==> config.mk <==
export PLATFORM = sky130hd
export DESIGN_NAME = i2c_bus_arbiter
export DESIGN_NICKNAME = d
export VERILOG_FILES = /design/src/rtl/i2c_bus_arbiter.sv
export SDC_FILE = /design/constraint.sdc
export NUM_CORES = 1
export LEC_CHECK = 0
export BUFFER_PORTS_ARGS = -buffer_cell sky130_fd_sc_hd__buf_4
export CAP_MARGIN = 40
export CELL_PAD_IN_SITES_DETAIL_PLACEMENT = 0
export CELL_PAD_IN_SITES_GLOBAL_PLACEMENT = 1
export CORE_MARGIN = 5
export CORE_UTILIZATION = 41
export CTS_CLUSTER_DIAMETER = 150
export DETAILED_ROUTE_END_ITERATION = 16
export PLACE_DENSITY = 0.92
export SYNTH_ARGS = -nofsm -noshare
export SYNTH_HDL_FRONTEND = slang
export SYNTH_SLANG_ARGS = --single-unit
==> constraint.sdc <==
create_clock -name clk -period 2.2 [get_ports clk]
set_clock_uncertainty 0.1 [all_clocks]
set_input_delay 0.22 -clock clk [delete_from_list [all_inputs] [get_ports clk]]
set_output_delay 0.22 -clock clk [all_outputs]
set_load 0.02 [all_outputs]
==> src/rtl/i2c_bus_arbiter.sv <==
// rtl/i2c_bus_arbiter.sv - two-requester round-robin sequencer for a shared I2C master engine
// Each grant runs one register write or read through the master handshake, guarded by a watchdog.
module i2c_bus_arbiter #(
   parameter int TIMEOUT = 65535,
   parameter int TW      = 16
) (
   input  logic        clk,
   input  logic        reset,
   input  logic [1:0]  req_valid,
   input  logic [1:0]  req_rw,
   input  logic [13:0] req_dev,
   input  logic [15:0] req_reg,
   input  logic [15:0] req_wdata,
   output logic [1:0]  grant,
   output logic [1:0]  req_done,
   output logic [1:0]  req_err,
   output logic [7:0]  rdata,
   output logic        busy,
   output logic        m_start,
   input  logic        m_ready,
   input  logic        m_send,
   input  logic        m_sended,
   input  logic        m_receive,
   input  logic        m_received,
   output logic [7:0]  m_datasend,
   input  logic [7:0]  m_datareceive
);

   typedef enum logic [2:0] {
      IDLE, START, ADDR, REG, DATA, STOP, RECOVER, DONE
   } state_t;

   state_t        state;
   logic          last;
   logic          err;
   logic [TW-1:0] timer;
   logic [6:0]    dev_q;
   logic          rw_q;
   logic [7:0]    reg_q;
   logic [7:0]    wdata_q;
   logic          sel;
   logic          timed_out;
   logic          unused_status;

   // The master's phase flags are informational; sequencing relies on the pulses alone.
   assign unused_status = m_send ^ m_receive;

   // On a tie the requester that did not win last time is chosen.
   assign sel       = req_valid[1] & (~req_valid[0] | ~last);
   assign timed_out = (timer == TW'(TIMEOUT));

   always_ff @(posedge clk or negedge reset) begin
      if (!reset) begin
         state      <= IDLE;
         last       <= 1'b1;
         err        <= 1'b0;
         timer      <= '0;
         dev_q      <= '0;
         rw_q       <= 1'b0;
         reg_q      <= '0;
         wdata_q    <= '0;
         grant      <= '0;
         req_done   <= '0;
         req_err    <= '0;
         rdata      <= '0;
         busy       <= 1'b0;
         m_start    <= 1'b0;
         m_datasend <= '0;
      end else begin
         m_start  <= 1'b0;
         req_done <= '0;
         req_err  <= '0;
         case (state)
            IDLE: begin
               if ((|req_valid) && m_ready) begin
                  dev_q   <= sel ? req_dev[13:7]   : req_dev[6:0];
                  rw_q    <= sel ? req_rw[1]       : req_rw[0];
                  reg_q   <= sel ? req_reg[15:8]   : req_reg[7:0];
                  wdata_q <= sel ? req_wdata[15:8] : req_wdata[7:0];
                  grant   <= sel ? 2'b10 : 2'b01;
                  busy    <= 1'b1;
                  last    <= sel;
                  state   <= START;
               end
            end
            START: begin
               // Holding here if the master went busy keeps start away from a non-idle engine.
               if (m_ready) begin
                  m_start    <= 1'b1;
                  m_datasend <= {dev_q, rw_q};
                  timer      <= '0;
                  state      <= ADDR;
               end
            end
            ADDR, REG: begin
               if (m_received) begin
                  err   <= 1'b1;
                  state <= RECOVER;
               end else if (m_sended) begin
                  timer <= '0;
                  if (state == ADDR) begin
                     m_datasend <= reg_q;
                     state      <= REG;
                  end else begin
                     if (!rw_q)
                        m_datasend <= wdata_q;
                     state <= DATA;
                  end
               end else if (timed_out) begin
                  err   <= 1'b1;
                  state <= RECOVER;
               end else begin
                  timer <= timer + 1'b1;
               end
            end
            DATA: begin
               if (rw_q ? m_sended : m_received) begin
                  err   <= 1'b1;
                  state <= RECOVER;
               end else if (rw_q ? m_received : m_sended) begin
                  if (rw_q)
                     rdata <= m_datareceive;
                  timer <= '0;
                  state <= STOP;
               end else if (timed_out) begin
                  err   <= 1'b1;
                  state <= RECOVER;
               end else begin
                  timer <= timer + 1'b1;
               end
            end
            STOP: begin
               if (m_ready) begin
                  req_done <= grant;
                  state    <= DONE;
               end else if (m_sended || m_received) begin
                  timer <= '0;
               end else if (timed_out) begin
                  err   <= 1'b1;
                  state <= RECOVER;
               end else begin
                  timer <= timer + 1'b1;
               end
            end
            RECOVER: begin
               if (m_ready) begin
                  req_done <= grant;
                  req_err  <= grant & {2{err}};
                  state    <= DONE;
               end
            end
            DONE: begin
               grant <= '0;
               busy  <= 1'b0;
               err   <= 1'b0;
               timer <= '0;
               state <= IDLE;
            end
            default: state <= IDLE;
         endcase
      end
   end

endmodule

==> results of run 1 <==
[layer usage]
layer,share of wire [%],up-vias,wire length (µm)
li1,-,1579,-
met1,46,1462,3960
met2,47,76,4070
met3,5.9,12,514
met4,1.7,0,149
met5,0,-,0
[critical path, stage by stage, from the launching register on]
cell,delay [ps]
dfrtp_2,490
buf_4,200
or4_1,600
buf_4,310
nand2_1,120
o21ai_0,90
[cell type report]
cell class / instances / share of cell area [%]
Tap cell: 108 / 2.79
Multi-Input combinational cell: 280 / 37.6
Clock inverter: 5 / 2.22
Timing Repair Buffer: 115 / 18.4
Clock buffer: 11 / 2.92
Inverter: 5 / 0.388
Sequential cell: 69 / 35.8
[kinds of logic (layout without fill, tap and decap cells)]
logic type,Yosys count,count (layout),synth area share [%]
mux,43,43,12.2
buf+inv,35,136,4.59
xor+xnor,1,1,0.236
simple gates,121,121,16.5
compound gates,114,114,19.6
fa+ha+maj,1,1,0.337
flops,69,69,46.6
[path summary, 6_finish.rpt]
kind	to	slack [ps]	from
max	rw_q	150	state[1]
min	rdata[2]	20	m_datareceive[2]
max reg2reg	rw_q	150	state[1]
min reg2reg	dev_q[0]	380	dev_q[0]
max in group asynchronous	last	1060	reset
min in group asynchronous	timer[15]	300	reset
[layout by cell type, fill, tap and decap left out, types with 4 or more instances in the layout]
cell	n
nand3_1	14
nand2b_1	4
clkbuf_8	10
a41oi_1	4
mux2_2	9
a31oi_1	5
buf_4	109
nand2_1	45
dlygate4sd3_1	5
a21oi_1	25
and4_1	5
inv_1	5
o21ai_0	45
mux2i_1	33
o21ai_1	6
nor2_1	24
dfrtp_1	66
[sequential cells by signal (all words and copies together) (netlist names)]
register,count
rw_q,1
grant,2
dev_q,7
timer,16
req_done,2
req_err,2
state,3
wdata_q,8
last,1
m_datasend,8
busy,1
m_start,1
reg_q,8
rdata,8
err,1
[per-stage QoR]
stage | setup WS, ps | hold slack [ps] | utilization (%) | total power, mW | std cells
after floorplan | 405 | -176 | - | 3.89 | 384
after global placement | 138 | 145 | 51.8 | 4.74 | 572
after detailed placement | 87.4 | 152 | 51.8 | 4.81 | 572
after CTS | 85.9 | 0.110 | 55.0 | 6.11 | 591
after global routing | 16.5 | 1.23 | 55.2 | 6.56 | 593
final | 147 | 18.8 | 55.2 | 6.07 | 593
[repair_timing]
action,in CTS,in global routing
resized for setup,0,3
endpoints found under the hold margin,43,2
endpoints found under the setup margin,0,30
hold buffers,3,2
[power breakdown]
part | total (mW) | internal [mW] | leakage (nW) | switching [mW]
clock network | 1.27 | 0.789 | 0.124 | 0.486
registers | 2.14 | 1.75 | 0.896 | 0.393
logic | 2.66 | 1.24 | 1.29 | 1.42
==> run_results.csv, run 1 <==
group,metric,value,unit
min_path,hold_class,"in -> reg",
placement,numPortBuffers,86,
detailed_routing,wl,8.69,mm
pwr,power_leakage,2.31,nW
detailed_routing,vias,3129,
timing,finalHoldViolCount,0,
global_routing,grt_pass1_vias,3155,
placement,post_dp_cell_area,4540,µm²
global_routing,grt.total_usage,16.3,%
worst_setup_path,crit_path_end_kind,"flip-flop",
logic_synthesis,ys_ff_latch,69,
cts,cts_made_buffers,9,
logic_synthesis,ys_top_cells_by_area,"dfrtp_1 (46%), mux2i_1 (8.9%), o21ai_0 (6.1%), nand2_1 (4.6%), a21oi_1 (3.4%)",
timing,post-route-min-period,2050,ps
global_routing,grt_pass1_wl,15.0,mm
timing,rsz0062_at_grt,"no",
logic_synthesis,yosysMostFrequentCell,"dfrtp_1",
global_routing,met3_usage,4.32,%
logic_synthesis,yosys_warnings,0,
die,dieArea,11100,µm²
cts,cts.htree.levels,3,
cts,cts_setup_buffers,0,
logic_synthesis,ys_top_cells_by_count,"dfrtp_1 (68), nand2_1 (45), o21ai_0 (45)",
logic_synthesis,synth-edff-count,0,
logic_synthesis,seq_area_frac_synth,46.6,%
die,die_y,105,µm
logic_synthesis,synth_top_flop_cell,"dfrtp_1",
timing,setup_violations,0,
final_layout,multi_input_comb_area,1820,µm²
timing,max_freq,487,MHz
logic_synthesis,synth_top_area_share,45.9,%
global_routing,grt_max_degree,50,
cts,root_buffer,"clkbuf_8",
global_routing,overflow,0,
global_routing,met1_usage,22.1,%
logic_synthesis,synth_cell_types,63,
detailed_routing,vias_per_cell,5.28,
logic_synthesis,synthCells,384,
die,rows,34,
worst_setup_path,cp-start-kind,"flip-flop",
worst_setup_path,crit_type,"reg -> reg",
cts,clock-sinks,69,
logic_synthesis,yosysTopAreaCell,"dfrtp_1",
cts,cts_max_path_buffers,2,
global_routing,top_usage_layer,"met2",
global_routing,grt_use_met2,25.5,%
worst_setup_path,cp.arrival,2150,ps
detailed_routing,drtIter0Drc,165,
final_layout,fin_area,4840,µm²
final_layout,antenna_cells,0,
final_layout,fill_cells,762,
final_layout,nNetsFinal,546,
logic_synthesis,syn_avg_cell_area,9.66,µm²
detailed_routing,postRouteAntennaNets,0,
detailed_routing,drtPass1Iterations,4,
cts,clk-insertion-delay-late,340,ps
min_path,holdPathStages,2,
detailed_routing,wire_per_inst,14.7,µm
worst_setup_path,crit_fanout,49,
timing,final.setup.tns,0,ps
logic_synthesis,async_flop_share,100,%
timing,timing.final.crit_share,93.3,%
timing,worstMarginPinSlew,540,ps
final_layout,syn2layout_area_growth,30.4,%
cts,cts.clk_slew.worst_paths,70,ps
worst_setup_path,critPathRequiredTime,2290,ps
die,start_util,42.3,%
job,drv_cap,0,
die,die_w,105,µm
worst_setup_path,worst_r2r_path_depth,5,
die,boundaryPins,89,
die,fp.coreArea,8760,µm²
pwr,p_per_area,1260,nW/µm²
cts,cts_tree,"yes",
placement,gp_congestion,0.826,
logic_synthesis,synth_area,3710,µm²
global_routing,antenna_found_initial,0,
final_layout,drive_above_1_share,31.3,%
final_layout,register_area,1730,µm²
timing,maxSlewViolCount,0,
placement,place_hpwl,6.49,mm
detailed_routing,drc,0,
pwr,irDropWorstVdd,749,µV
status,run_status,"finished, final reports clean",
logic_synthesis,synth_fp_nets,450,
timing,slew_headroom,64.0,%
Power figures use the tool's default switching activity.
==> inputs of run 2 (changes only) <==
==> constraint.sdc (replaced) <==
create_clock -name clk -period 2.2 [get_ports clk]
set_clock_uncertainty 0.1 [all_clocks]
set_input_delay 0 -clock clk [delete_from_list [all_inputs] [get_ports clk]]
set_output_delay 0 -clock clk [all_outputs]
set_load 0.02 [all_outputs]
==> run 2 against run 1 <==
Against the previous run: combinational power grew 7%; die area is the same; register-to-register slack lost 50 ps; sequential share of layout area shrank 3.6 points; clock power shrank 5%.
==> run_results.csv, run 2 (same netlist as run 1, synthesis figures left out) <==
group,metric,value,unit
detailed_routing,drc,0,
cts,root_buffer,"clkbuf_8",
placement,place_hpwl,6.51,mm
timing,setup_violations,0,
worst_setup_path,path_depth,7,
detailed_routing,vias_per_cell,5.44,
final_layout,layout_commonest_cell,"buf_4",
die,die_y,105,µm
detailed_routing,highest_layer,"met4",
worst_setup_path,critPathRequiredTime,2340,ps
worst_setup_path,cp.arrival,2240,ps
worst_setup_path,crit_fanout,14,
worst_setup_path,crit_start,"state[1]",
placement,dpl.cell_count,569,
timing,fin_hold_ws,3.24,ps
worst_setup_path,cpMostUsedCell,"buf_4",
worst_setup_path,crit_type,"reg -> reg",
die,dieArea,11100,µm²
die,start_util,42.3,%
final_layout,syn2layout_area_growth,44.8,%
die,fp.coreArea,8760,µm²
cts,clock-sinks,69,
timing,post-route-min-period,2100,ps
global_routing,overflow,0,
global_routing,grt_max_degree,50,
placement,dp_slack,88.1,ps
final_layout,final_cell_mix,"buf_4 (104), dfrtp_1 (67), dlygate4sd3_1 (60), nand2_1 (45), o21ai_0 (45)",
pwr,p_seq_share,34.6,%
min_path,hold_class,"in -> async",
timing,maxSlewViolCount,0,
pwr,intPower,3.77,mW
global_routing,grt.total_usage,19.9,%
pwr,irDropWorstVdd,801,µV
worst_setup_path,cp-start-kind,"flip-flop",
worst_setup_path,worst-r2r-setup-slack,100,ps
final_layout,max_flop_register,"timer",
cts,cts_made_buffers,9,
final_layout,nNetsFinal,598,
global_routing,grt_pass1_vias,3654,
final_layout,drive_above_1_share,27.7,%
detailed_routing,drtPass1Iterations,5,
detailed_routing,wire_per_inst,16.6,µm
worst_setup_path,worst_r2r_path_depth,7,
job,drv_cap,0,
final_layout,fill_cells,644,
worst_setup_path,crit_buf_inv,2,
timing,setup_ws,98.1,ps
detailed_routing,wl,10.7,mm
pwr,power.share.combinational,45.9,%
worst_setup_path,critPathTopFamily,"compound AO/OA/AOI/OAI gates",
global_routing,grt_pass1_wl,18.0,mm
cts,cts_max_path_buffers,2,
cts,clk-insertion-delay-late,350,ps
cts,cts_setup_buffers,0,
detailed_routing,met1_length,4.43,mm
status,run_status,"finished, final reports clean",
detailed_routing,drtIter0Drc,147,
global_routing,antenna_found_initial,0,
worst_setup_path,endpoint,"timer[14]",
cts,cts_tree,"yes",
timing,rsz0062_at_grt,"no",
timing,slew_headroom,71.8,%
detailed_routing,wl_met2,5.30,mm
timing,final.setup.tns,0,ps
pwr,p_per_area,1160,nW/µm²
placement,gp_congestion,0.850,
die,rows,34,
pwr,switching_share,39.3,%
detailed_routing,vias,3509,
timing,max_freq,476,MHz
worst_setup_path,crit_chain,"or2_2, o221a_2, buf_4, o311ai_4, buf_4, nor3_1, o22a_1",
final_layout,utilization,61.3,%
final_layout,instances_no_fill,645,
placement,numPortBuffers,86,
final_layout,antenna_cells,0,
worst_setup_path,crit_path_end_kind,"flip-flop",
timing,finalHoldViolCount,0,
cts,cts.clk_slew.worst_paths,80,ps
detailed_routing,wl_met3,730,µm
pwr,power.switching,2.44,mW
die,boundaryPins,89,
worst_setup_path,timing.rr.end,"timer[14]",
pwr,power_leakage,2.53,nW
worst_setup_path,worstReg2RegStart,"state[1]",
worst_setup_path,worst_path_max_delay_cell,"dfrtp_1",
pwr,pwr-share-clk,19.5,%
final_layout,largest_reg_flops,16,
die,die_w,105,µm
detailed_routing,postRouteAntennaNets,0,
timing,worstMarginPinSlew,422,ps
cts,cts.htree.levels,3,
timing,timing.final.crit_share,95.5,%
worst_setup_path,max_stage_delay,530,ps
[run 2: cell type report]
cell class	count	area, µm²	area share [%]
multi-input combinational	280	1820	33.8
sequential	69	1730	32.2
timing repair buffer	167	1440	26.8
clock buffer	11	151	2.82
tap	108	135	2.51
clock inverter	5	82.6	1.54
inverter	5	18.8	0.349
[run 2: worst min path at each step]
stage,start,endpoint,slack (ps),depth (start not counted)
floorplan,reset,busy,-400,0
global placement,reset,timer[5],60,1
detailed placement,reset,timer[14],-160,1
CTS,reset,timer[14],10,2
global route,m_sended,state[2],30,4
finish,reset,timer[14],3,2
[run 2: what timing repair did]
action | CTS | global route
hold endpoints to repair | 106 | 0
endpoints found under the setup margin | 0 | 28
gates resized for setup | 0 | 3
hold buffers | 60 | 0
[run 2: metrics by stage]
stage	power, mW	cell area, µm²
final	6.22	5380
after global routing	6.63	5380
after CTS	6.12	5370
after detailed placement	4.80	4530
after global placement	4.71	4510
after floorplan	3.89	3710
[run 2: worst register-to-register path: stages (launching register included)]
cell      delay (ps)
dfrtp_1          530
or2_2            360
o221a_2          290
buf_4            140
o311ai_4         100
buf_4            240
nor3_1            70
o22a_1           170
[run 2: power groups by stage]
| stage | Clock [mW] | Combinational, mW | Sequential (mW) |
|---|---|---|---|
| 2_1_floorplan | 0 | 1.68 | 2.20 |
| 3_3_place_gp | 0 | 2.57 | 2.13 |
| 3_5_place_dp | 0 | 2.64 | 2.15 |
| 5_1_grt | 1.28 | 3.13 | 2.22 |
| 6_report | 1.21 | 2.85 | 2.15 |
| 4_1_cts | 1.20 | 2.78 | 2.13 |
[run 2: routing by layer]
| layer | vias up | GRT usage [%] |
|---|---|---|
| met5 | - | 0 |
| met4 | 0 | 6.58 |
| met1 | 1680 | 24.9 |
| met2 | 125 | 32.9 |
| li1 | 1684 | - |
| met3 | 20 | 5.86 |
